`config.mk`:
```
export PLATFORM = sky130hd
export DESIGN_NAME = tlul_host_sched
export DESIGN_NICKNAME = d
export VERILOG_FILES = /design/src/rtl/tlul_host_sched.sv
export SDC_FILE = /design/constraint.sdc
export NUM_CORES = 1
export LEC_CHECK = 0
export ABC_AREA = 0
export BUFFER_PORTS_ARGS = -buffer_cell sky130_fd_sc_hd__buf_2
export CAP_MARGIN = 25
export CORE_UTILIZATION = 55
export DETAILED_ROUTE_END_ITERATION = 6
export GPL_ROUTABILITY_DRIVEN = 0
export PLACE_DENSITY_LB_ADDON = 0.08
export SYNTH_ARGS = -nofsm -noshare
export SYNTH_HDL_FRONTEND = slang
export SYNTH_SLANG_ARGS = --single-unit
```
`constraint.sdc`:
```
create_clock -name clk_i -period 8.2 [get_ports clk_i]
set_input_delay 1.64 -clock clk_i [delete_from_list [all_inputs] [get_ports clk_i]]
set_output_delay 1.64 -clock clk_i [all_outputs]
set_load 0.005 [all_outputs]
```
`src/rtl/tlul_host_sched.sv`:
```
// Round-robin request scheduler for an N-host to one-device TL-UL socket.
// Tracks per-host outstanding credits, holds a stalled grant stable, and supports drain/quiesce.
module tlul_host_sched #(
    parameter int unsigned N      = 4,
    parameter int unsigned MaxOut = 2,
    localparam int unsigned IdxW  = $clog2(N),
    localparam int unsigned CntW  = $clog2(MaxOut + 1)
) (
    input  logic              clk_i,
    input  logic              rst_i,
    input  logic [N-1:0]      req_valid_i,
    output logic [N-1:0]      req_ready_o,
    output logic              dev_valid_o,
    input  logic              dev_ready_i,
    output logic [IdxW-1:0]   gnt_idx_o,
    input  logic              rsp_valid_i,
    input  logic              rsp_ready_i,
    input  logic [IdxW-1:0]   rsp_idx_i,
    input  logic              drain_i,
    output logic              drained_o,
    output logic [N*CntW-1:0] outstanding_o,
    output logic              err_o
);

    logic [CntW-1:0] cnt_q [N];
    logic [CntW-1:0] cnt_d [N];
    logic [IdxW-1:0] rr_ptr_q, rr_ptr_d;
    logic [IdxW-1:0] lock_idx_q, lock_idx_d;
    logic [IdxW-1:0] last_gnt_q, last_gnt_d;
    logic            lock_q, lock_d;
    logic            err_q, err_d;

    logic [N-1:0]    elig;
    logic [IdxW-1:0] pick;
    logic [IdxW-1:0] cand;
    logic            found;
    logic            accept;
    logic            rsp_fire;
    logic            rsp_ok;
    logic            all_zero;

    // Grant path: locked grant wins, otherwise first eligible host from rr_ptr upward.
    always_comb begin
        elig  = '0;
        pick  = rr_ptr_q;
        cand  = rr_ptr_q;
        found = 1'b0;
        for (int unsigned i = 0; i < N; i++) begin
            elig[i] = req_valid_i[i] && (cnt_q[i] < CntW'(MaxOut)) && !drain_i;
        end
        for (int unsigned off = 0; off < N; off++) begin
            cand = IdxW'((32'(rr_ptr_q) + off) % N);
            if (!found && elig[cand]) begin
                found = 1'b1;
                pick  = cand;
            end
        end
        if (lock_q) begin
            dev_valid_o = 1'b1;
            gnt_idx_o   = lock_idx_q;
        end else begin
            dev_valid_o = found;
            gnt_idx_o   = found ? pick : last_gnt_q;
        end
        accept      = dev_valid_o & dev_ready_i;
        req_ready_o = accept ? (N'(1) << gnt_idx_o) : '0;
    end

    // Credit bookkeeping; a completion is only valid against a non-zero counter.
    always_comb begin
        rsp_fire = rsp_valid_i & rsp_ready_i;
        rsp_ok   = 1'b0;
        for (int unsigned i = 0; i < N; i++) begin
            logic inc;
            logic dec;
            inc = accept && (gnt_idx_o == IdxW'(i));
            dec = rsp_fire && (rsp_idx_i == IdxW'(i)) && (cnt_q[i] != '0);
            if (dec) rsp_ok = 1'b1;
            cnt_d[i] = cnt_q[i];
            if (inc && !dec)      cnt_d[i] = cnt_q[i] + CntW'(1);
            else if (dec && !inc) cnt_d[i] = cnt_q[i] - CntW'(1);
        end
        err_d      = err_q | (rsp_fire & ~rsp_ok);
        rr_ptr_d   = accept ? IdxW'((32'(gnt_idx_o) + 32'd1) % N) : rr_ptr_q;
        lock_d     = dev_valid_o & ~dev_ready_i;
        lock_idx_d = lock_d ? gnt_idx_o : lock_idx_q;
        last_gnt_d = gnt_idx_o;
    end

    always_ff @(posedge clk_i) begin
        if (rst_i) begin
            for (int unsigned i = 0; i < N; i++) cnt_q[i] <= '0;
            rr_ptr_q   <= '0;
            lock_q     <= 1'b0;
            lock_idx_q <= '0;
            last_gnt_q <= '0;
            err_q      <= 1'b0;
        end else begin
            for (int unsigned i = 0; i < N; i++) cnt_q[i] <= cnt_d[i];
            rr_ptr_q   <= rr_ptr_d;
            lock_q     <= lock_d;
            lock_idx_q <= lock_idx_d;
            last_gnt_q <= last_gnt_d;
            err_q      <= err_d;
        end
    end

    always_comb begin
        all_zero = 1'b1;
        for (int unsigned i = 0; i < N; i++) begin
            outstanding_o[i*CntW +: CntW] = cnt_q[i];
            if (cnt_q[i] != '0) all_zero = 1'b0;
        end
    end

    assign drained_o = drain_i & all_zero & ~lock_q;
    assign err_o     = err_q;

endmodule

```
### Word-level counts from Yosys, hierarchy flattened

Memories as Yosys holds them, arrays and structs flattened.
Cells that the tools add are included.

| storage, ports and cells | value |
|---|---|
| flip-flop bits (word level) | 8 |
| memory bits (read-only) | 0 |
| RAM bits | 8 |
| bits in latches | 0 |
| memories | 1 |
| input bits | 12 |

| cells by class | value |
|---|---|
| reduce and logical (&&, ||, !) cells | 49 |
| $lt $le $gt $ge | 8 |
| add/sub/neg operators | 12 |
| multiplexer cells | 42 |
| equal/unequal tests | 6 |
| multipliers | 0 |
| shift operators | 1 |
| bitwise logic cells | 14 |
| div/mod/pow operators | 0 |

Memory list:

| memory | words | bits a word | rd ports | clocked after Yosys merged registers in | wr ports | RTL line | source |
|---|---|---|---|---|---|---|---|
| cnt_q | 4 | 2 | 4 | 0 | 4 | 25 | `logic [CntW-1:0] cnt_q [N];` |

Operator list:

| operator | number |
|---|---|
| 2-bit 2-to-1 mux | 17 |
| 1-bit logical AND | 31 |
| 1-bit 2-to-1 mux | 20 |
| 2-bit by 1-bit adder with 2-bit output (second input constant) | 6 |
| 1-bit zero test | 12 |
| 2-bit by 3-bit less-than comparator with 1-bit output (second input constant) | 4 |
| 1-bit binary-select mux with 2-bit select | 4 |
| 2-bit equality test (second input constant) | 4 |
| 2-bit less-than comparator (second input constant) | 4 |
| 2-bit nonzero test | 4 |
| 2-bit by 1-bit subtractor with 2-bit output (second input constant) | 4 |
| 1-bit bitwise AND | 6 |
| 1-bit bitwise OR | 5 |
| 2-bit adder (second input constant) | 2 |
| 2-bit by 1-bit equality test with 1-bit output (second input constant) | 2 |
| 2-bit zero test | 2 |
| 4-bit 2-to-1 mux | 1 |
| 1-bit by 2-bit left shift with 4-bit output (first input constant) | 1 |
| 1-bit NOT | 3 |

### Logic depth before layout (Yosys ltp)

| logic depth | value |
|---|---|
| word-level depth | 24 |
| depth in mapped cells | 12 |
| gate-level depth less buffers | 11 |

### Worst setup path after synthesis

OpenSTA, ideal clock, no wires.

| path | value |
|---|---|
| kind | in2out |
| from | input port drain_i |
| to | output port req_ready_o[2] |
| arrival time | 3.116 ns |
| stages | 8 |
| setup slack | 3.444 ns |
| path through | buf_6 > nor3b_1 > a2bb2oi_1 > o221a_2 > o22ai_1 > inv_1 > ha_1 > and2_1 |

| on the way | value |
|---|---|
| cells in the longest elaborated chain, start to end | 18 |
| elaborated cells on any way between the ends | 32 |
| those cells by class | shift (1); mux (19); bitwise (1); reduce/logical (11) |

Ends and longest elaborated chain:

| item | RTL line | source |
|---|---|---|
| start: declaration | 19 | `input logic drain_i,` |
| 1-bit zero test (*) | 49 | `elig[i] = req_valid_i[i] && (cnt_q[i] < CntW'(MaxOut)) && !drain_i;` |
| 1-bit logical AND | 49 |  |
| 1-bit binary-select mux with 2-bit select | 53 | `if (!found && elig[cand]) begin` |
| 1-bit 2-to-1 mux (not written as such) | 53 |  |
| 1-bit 2-to-1 mux | 53 |  |
| 1-bit zero test | 53 |  |
| 1-bit logical AND | 53 |  |
| 1-bit 2-to-1 mux | 53 |  |
| [... 3 more ...] | n/a |  |
| 1-bit zero test | 53 |  |
| 1-bit logical AND | 53 |  |
| 2-bit 2-to-1 mux or 1-bit 2-to-1 mux (tied branches) | 53 |  |
| 2-bit 2-to-1 mux (*) | 63 | `gnt_idx_o = found ? pick : last_gnt_q;` |
| 2-bit 2-to-1 mux (*) | 58 | `if (lock_q) begin` |
| via gnt_idx_o[1] | 15 | `output logic [IdxW-1:0] gnt_idx_o,` |
| 1-bit by 2-bit left shift with 4-bit output (*) | 66 | `req_ready_o = accept ? (N'(1) << gnt_idx_o) : '0;` |
| 4-bit 2-to-1 mux (*) | 66 |  |
| end: declaration | 12 | `output logic [N-1:0] req_ready_o,` |

The timed path passes the listed nets; every way through them passes the cells marked *. The select of a mux whose other input is x is not followed.

### Worst setup path in the final report

| path | value |
|---|---|
| from | input port drain_i |
| to | output port req_ready_o[2] |

| on the way | value |
|---|---|
| cells in the longest elaborated chain, start to end | 18 |
| elaborated cells on any way between the ends | 32 |
| those cells by class | shift (1); mux (19); bitwise (1); reduce/logical (11) |

Ends and longest elaborated chain:

| item | RTL line |
|---|---|
| 1-bit zero test (*) | 49 |
| 1-bit logical AND | 49 |
| 1-bit binary-select mux with 2-bit select | 53 |
| 1-bit 2-to-1 mux (not written as such) | 53 |
| 1-bit 2-to-1 mux | 53 |
| 1-bit zero test | 53 |
| 1-bit logical AND | 53 |
| 1-bit 2-to-1 mux | 53 |
| [... 2 more ...] | n/a |
| 1-bit 2-to-1 mux | 53 |
| 1-bit zero test | 53 |
| 1-bit logical AND | 53 |
| 2-bit 2-to-1 mux or 1-bit 2-to-1 mux (tied branches) | 53 |
| 2-bit 2-to-1 mux | 63 |
| 2-bit 2-to-1 mux | 58 |
| 1-bit by 2-bit left shift with 4-bit output | 66 |
| 4-bit 2-to-1 mux (*) | 66 |

Every way passes the cells marked *; elsewhere a longest branch is shown, timed or not. The select of a mux whose other input is x is not followed.

==> flow_metrics.env <==
export IMPL_fin_crit_sh=0.634
export IMPL_fp_dieW_microns=45.6
export IMPL_wl_met1_mm=1.10
export IMPL_rsz0062_at_grt="no"
export IMPL_ys_types=38
export IMPL_cts_made_buffers=3
export IMPL_firstDrtPassIters=4
export IMPL_fin_crit_ps=5200
export IMPL_r2r_cells=10
export IMPL_holdBufCountCts=0
export IMPL_hold_class="flip-flop to flip-flop"
export IMPL_syn_cell_area_sq_um=1050
export IMPL_status="complete, no violations"
export IMPL_cap_violations=0
export IMPL_grt_pass1_wl_mm=3.67
export IMPL_yosys_warnings=0
export IMPL_core_area_sq_um=1760
export IMPL_clkTransAtPathRegs_ps=100
export IMPL_wl_met3_microns=145
export IMPL_place_area_sq_um=1200
export IMPL_fillerInstances=162
export IMPL_cts_tree="built"
export IMPL_start_kind="input port"
export IMPL_required_ps=6560
export IMPL_final_antenna_net_count=0
export IMPL_post_route_drc_count=0
export IMPL_ys_ff_latch=16
export IMPL_hold_viol=0
export IMPL_overflow=0
export IMPL_dieArea_sq_um=2080
export IMPL_cts_resized=0
export IMPL_root_buffer="clkbuf_4"
export IMPL_finalSetupViolations=0
export IMPL_setup_tns_ps=0
export IMPL_die_h_microns=45.6
export IMPL_avgRoutedWirePerCell_microns=13.8
export IMPL_vias_per_cell=5.78
export IMPL_initial_utilization=0.594
export IMPL_layout_nets=171
export IMPL_layoutNonFillerInstCount=175
export IMPL_place_hpwl_mm=1.88
export IMPL_drive_gt1_frac=0.260
export IMPL_cts_max_path_buffers=2
export IMPL_cts_max_level=1
export IMPL_io_buffers=28
export IMPL_dp_cells=171
export IMPL_cp_arrival_ps=3560
export IMPL_fmax_ghz=0.192
export IMPL_tightest_slew_ps=394
export IMPL_crit_fanout=10
export IMPL_peakVddDrop_uv=111
export IMPL_drtIter0Drc=20
export IMPL_fin_area_sq_um=1240
export IMPL_routed_via_count=1011
export IMPL_syn_nets=141
export IMPL_diodes=0
export IMPL_gr_usage_all_layers=0.246
export IMPL_endpoint_kind="output pin"
export IMPL_p_leak_nw=0.573
export IMPL_postCtsSetupRepairBufs=0
export IMPL_critPathKind="input port to output pin"
export IMPL_synth_avg_cell_area_sq_um=8.65
export IMPL_cts_sinks=16
export IMPL_routed_wl_mm=2.42
export IMPL_yosysSeqAreaShare=0.306
export IMPL_hold_depth=2
export IMPL_grt_max_degree=18
export IMPL_top_layer="met4"
export IMPL_antenna_found_initial=0
export IMPL_io_pins=29
export IMPL_p_per_area_nw_per_um2=173
export IMPL_maxSlewViolCount=0
export IMPL_route_met2_wl_mm=1.14
export IMPL_hold_slack_ps=513
export IMPL_area_growth_pct=18.0
export IMPL_synth_cells=121
export IMPL_slew_headroom=0.737
export IMPL_power_mw=0.214
export IMPL_row_count=15
export IMPL_clock_latency_ps=290
export IMPL_clock_skew_final_ps=1.82
export IMPL_grt_pass1_vias=877
worst max-delay path, cell delays in order:
cell       delay [ps]
buf_2             160
nor3b_1           360
a2bb2oi_1         120
o221a_2           330
o22ai_1           330
inv_1             140
ha_1              200
and2_1            150
buf_2             130
layout by cell type, fill, tap and decap left out, drive strengths merged, types with 2 or more instances in the layout:
cell     synthesis  routed
nand2            3       3
nor3b            2       2
and2             4       4
xor2             8       8
a41oi            2       2
a2bb2oi          2       2
or3              5       5
clkbuf           2       4
nor3             3       3
or3b             2       2
dfxtp           16      16
nor2            16      16
inv              5       5
nor4             2       2
o21ai            8       8
ha               8       8
mux2i            3       3
a21oi            8       8
nand2b           5       5
buf              1      28
worst paths after layout:
kind	slack [ps]	to	startpoint
worst max-delay path	3000	req_ready_o[2]	drain_i
worst min-delay path	510	lock_idx_q[1]	lock_idx_q[1]
worst max register to register	5220	cnt_q[0][7]	cnt_q[0][1]
worst min register to register	510	lock_idx_q[1]	lock_idx_q[1]
cell type report:
type,count,area (sq um),share of cell area
Timing Repair Buffer,28,140,0.113
Clock buffer,4,36.3,0.0294
Multi-Input combinational cell,97,689,0.558
Sequential cell,16,320,0.259
Inverter,5,18.8,0.0152
Tap cell,25,31.3,0.0253
cells in the mapped netlist:
library cell,number,area (sq um)
dfxtp_1,16,320
nor2_1,16,60.1
a21oi_1,8,40.0
ha_1,8,100
o21ai_0,8,40.0
xor2_1,8,70.1
inv_1,5,18.8
nand2b_1,5,31.3
or3_1,5,31.3
and2_1,4,25.0
mux2i_1,3,30.0
nand2_1,3,11.3
nor3_1,3,15.0
a2bb2oi_1,2,17.5
clkbuf_1,2,7.51
nor3b_1,2,15.0
nor4_1,2,12.5
a211oi_1,1,7.51
a21boi_2,1,11.3
a21o_1,1,7.51
a311oi_1,1,8.76
a41o_2,1,11.3
a41oi_1,1,8.76
a41oi_2,1,16.3
and3_1,1,6.26
and4_2,1,10.0
buf_6,1,11.3
nor2b_1,1,6.26
o211ai_1,1,7.51
o221a_2,1,11.3
o22ai_1,1,6.26
o311a_4,1,21.3
o31a_1,1,8.76
o31ai_1,1,7.51
or2_1,1,6.26
or3b_1,1,8.76
or3b_4,1,11.3
or4_1,1,7.51
logic make-up (layout without fill, tap and decap cells):
family                     Yosys count  in the layout  share of synthesized area
and+or+nand+nor                     47             47                      0.246
AOI/OAI and AO/OA                   31             31                      0.221
DFF                                 16             16                      0.306
adders and majority gates            8              8                     0.0956
xor gates and xnor gates             8              8                     0.0669
buffers and inverters                8             37                     0.0358
muxes                                3              3                     0.0287
per-layer routing:
layer,global-route usage,vias up
met5,0,-
met4,0.103,0
met3,0.0238,5
met2,0.406,35
met1,0.324,472
li1,-,499
state kept, by name, summed over array words and instances (netlist names):
name,count
cnt_q,8
last_gnt_q,2
lock_q,1
lock_idx_q,2
rr_ptr_q,2
err_o,1
stage by stage:
stage / worst slack, ps / util
global route: 2900 / 0.701
finish: 3000 / 0.701
detailed placement: 3040 / 0.680
floorplan: 3440 / -
global placement: 3090 / 0.680
CTS: 3020 / 0.701
power breakdown:
group	internal (mW)	leakage, nW	switching, mW
logic	0.0316	0.421	0.0336
clock network	0.0271	0.0210	0.0271
registers	0.0853	0.131	0.00939
total	0.144	0.573	0.0701
(Power assumes the default switching activity.)
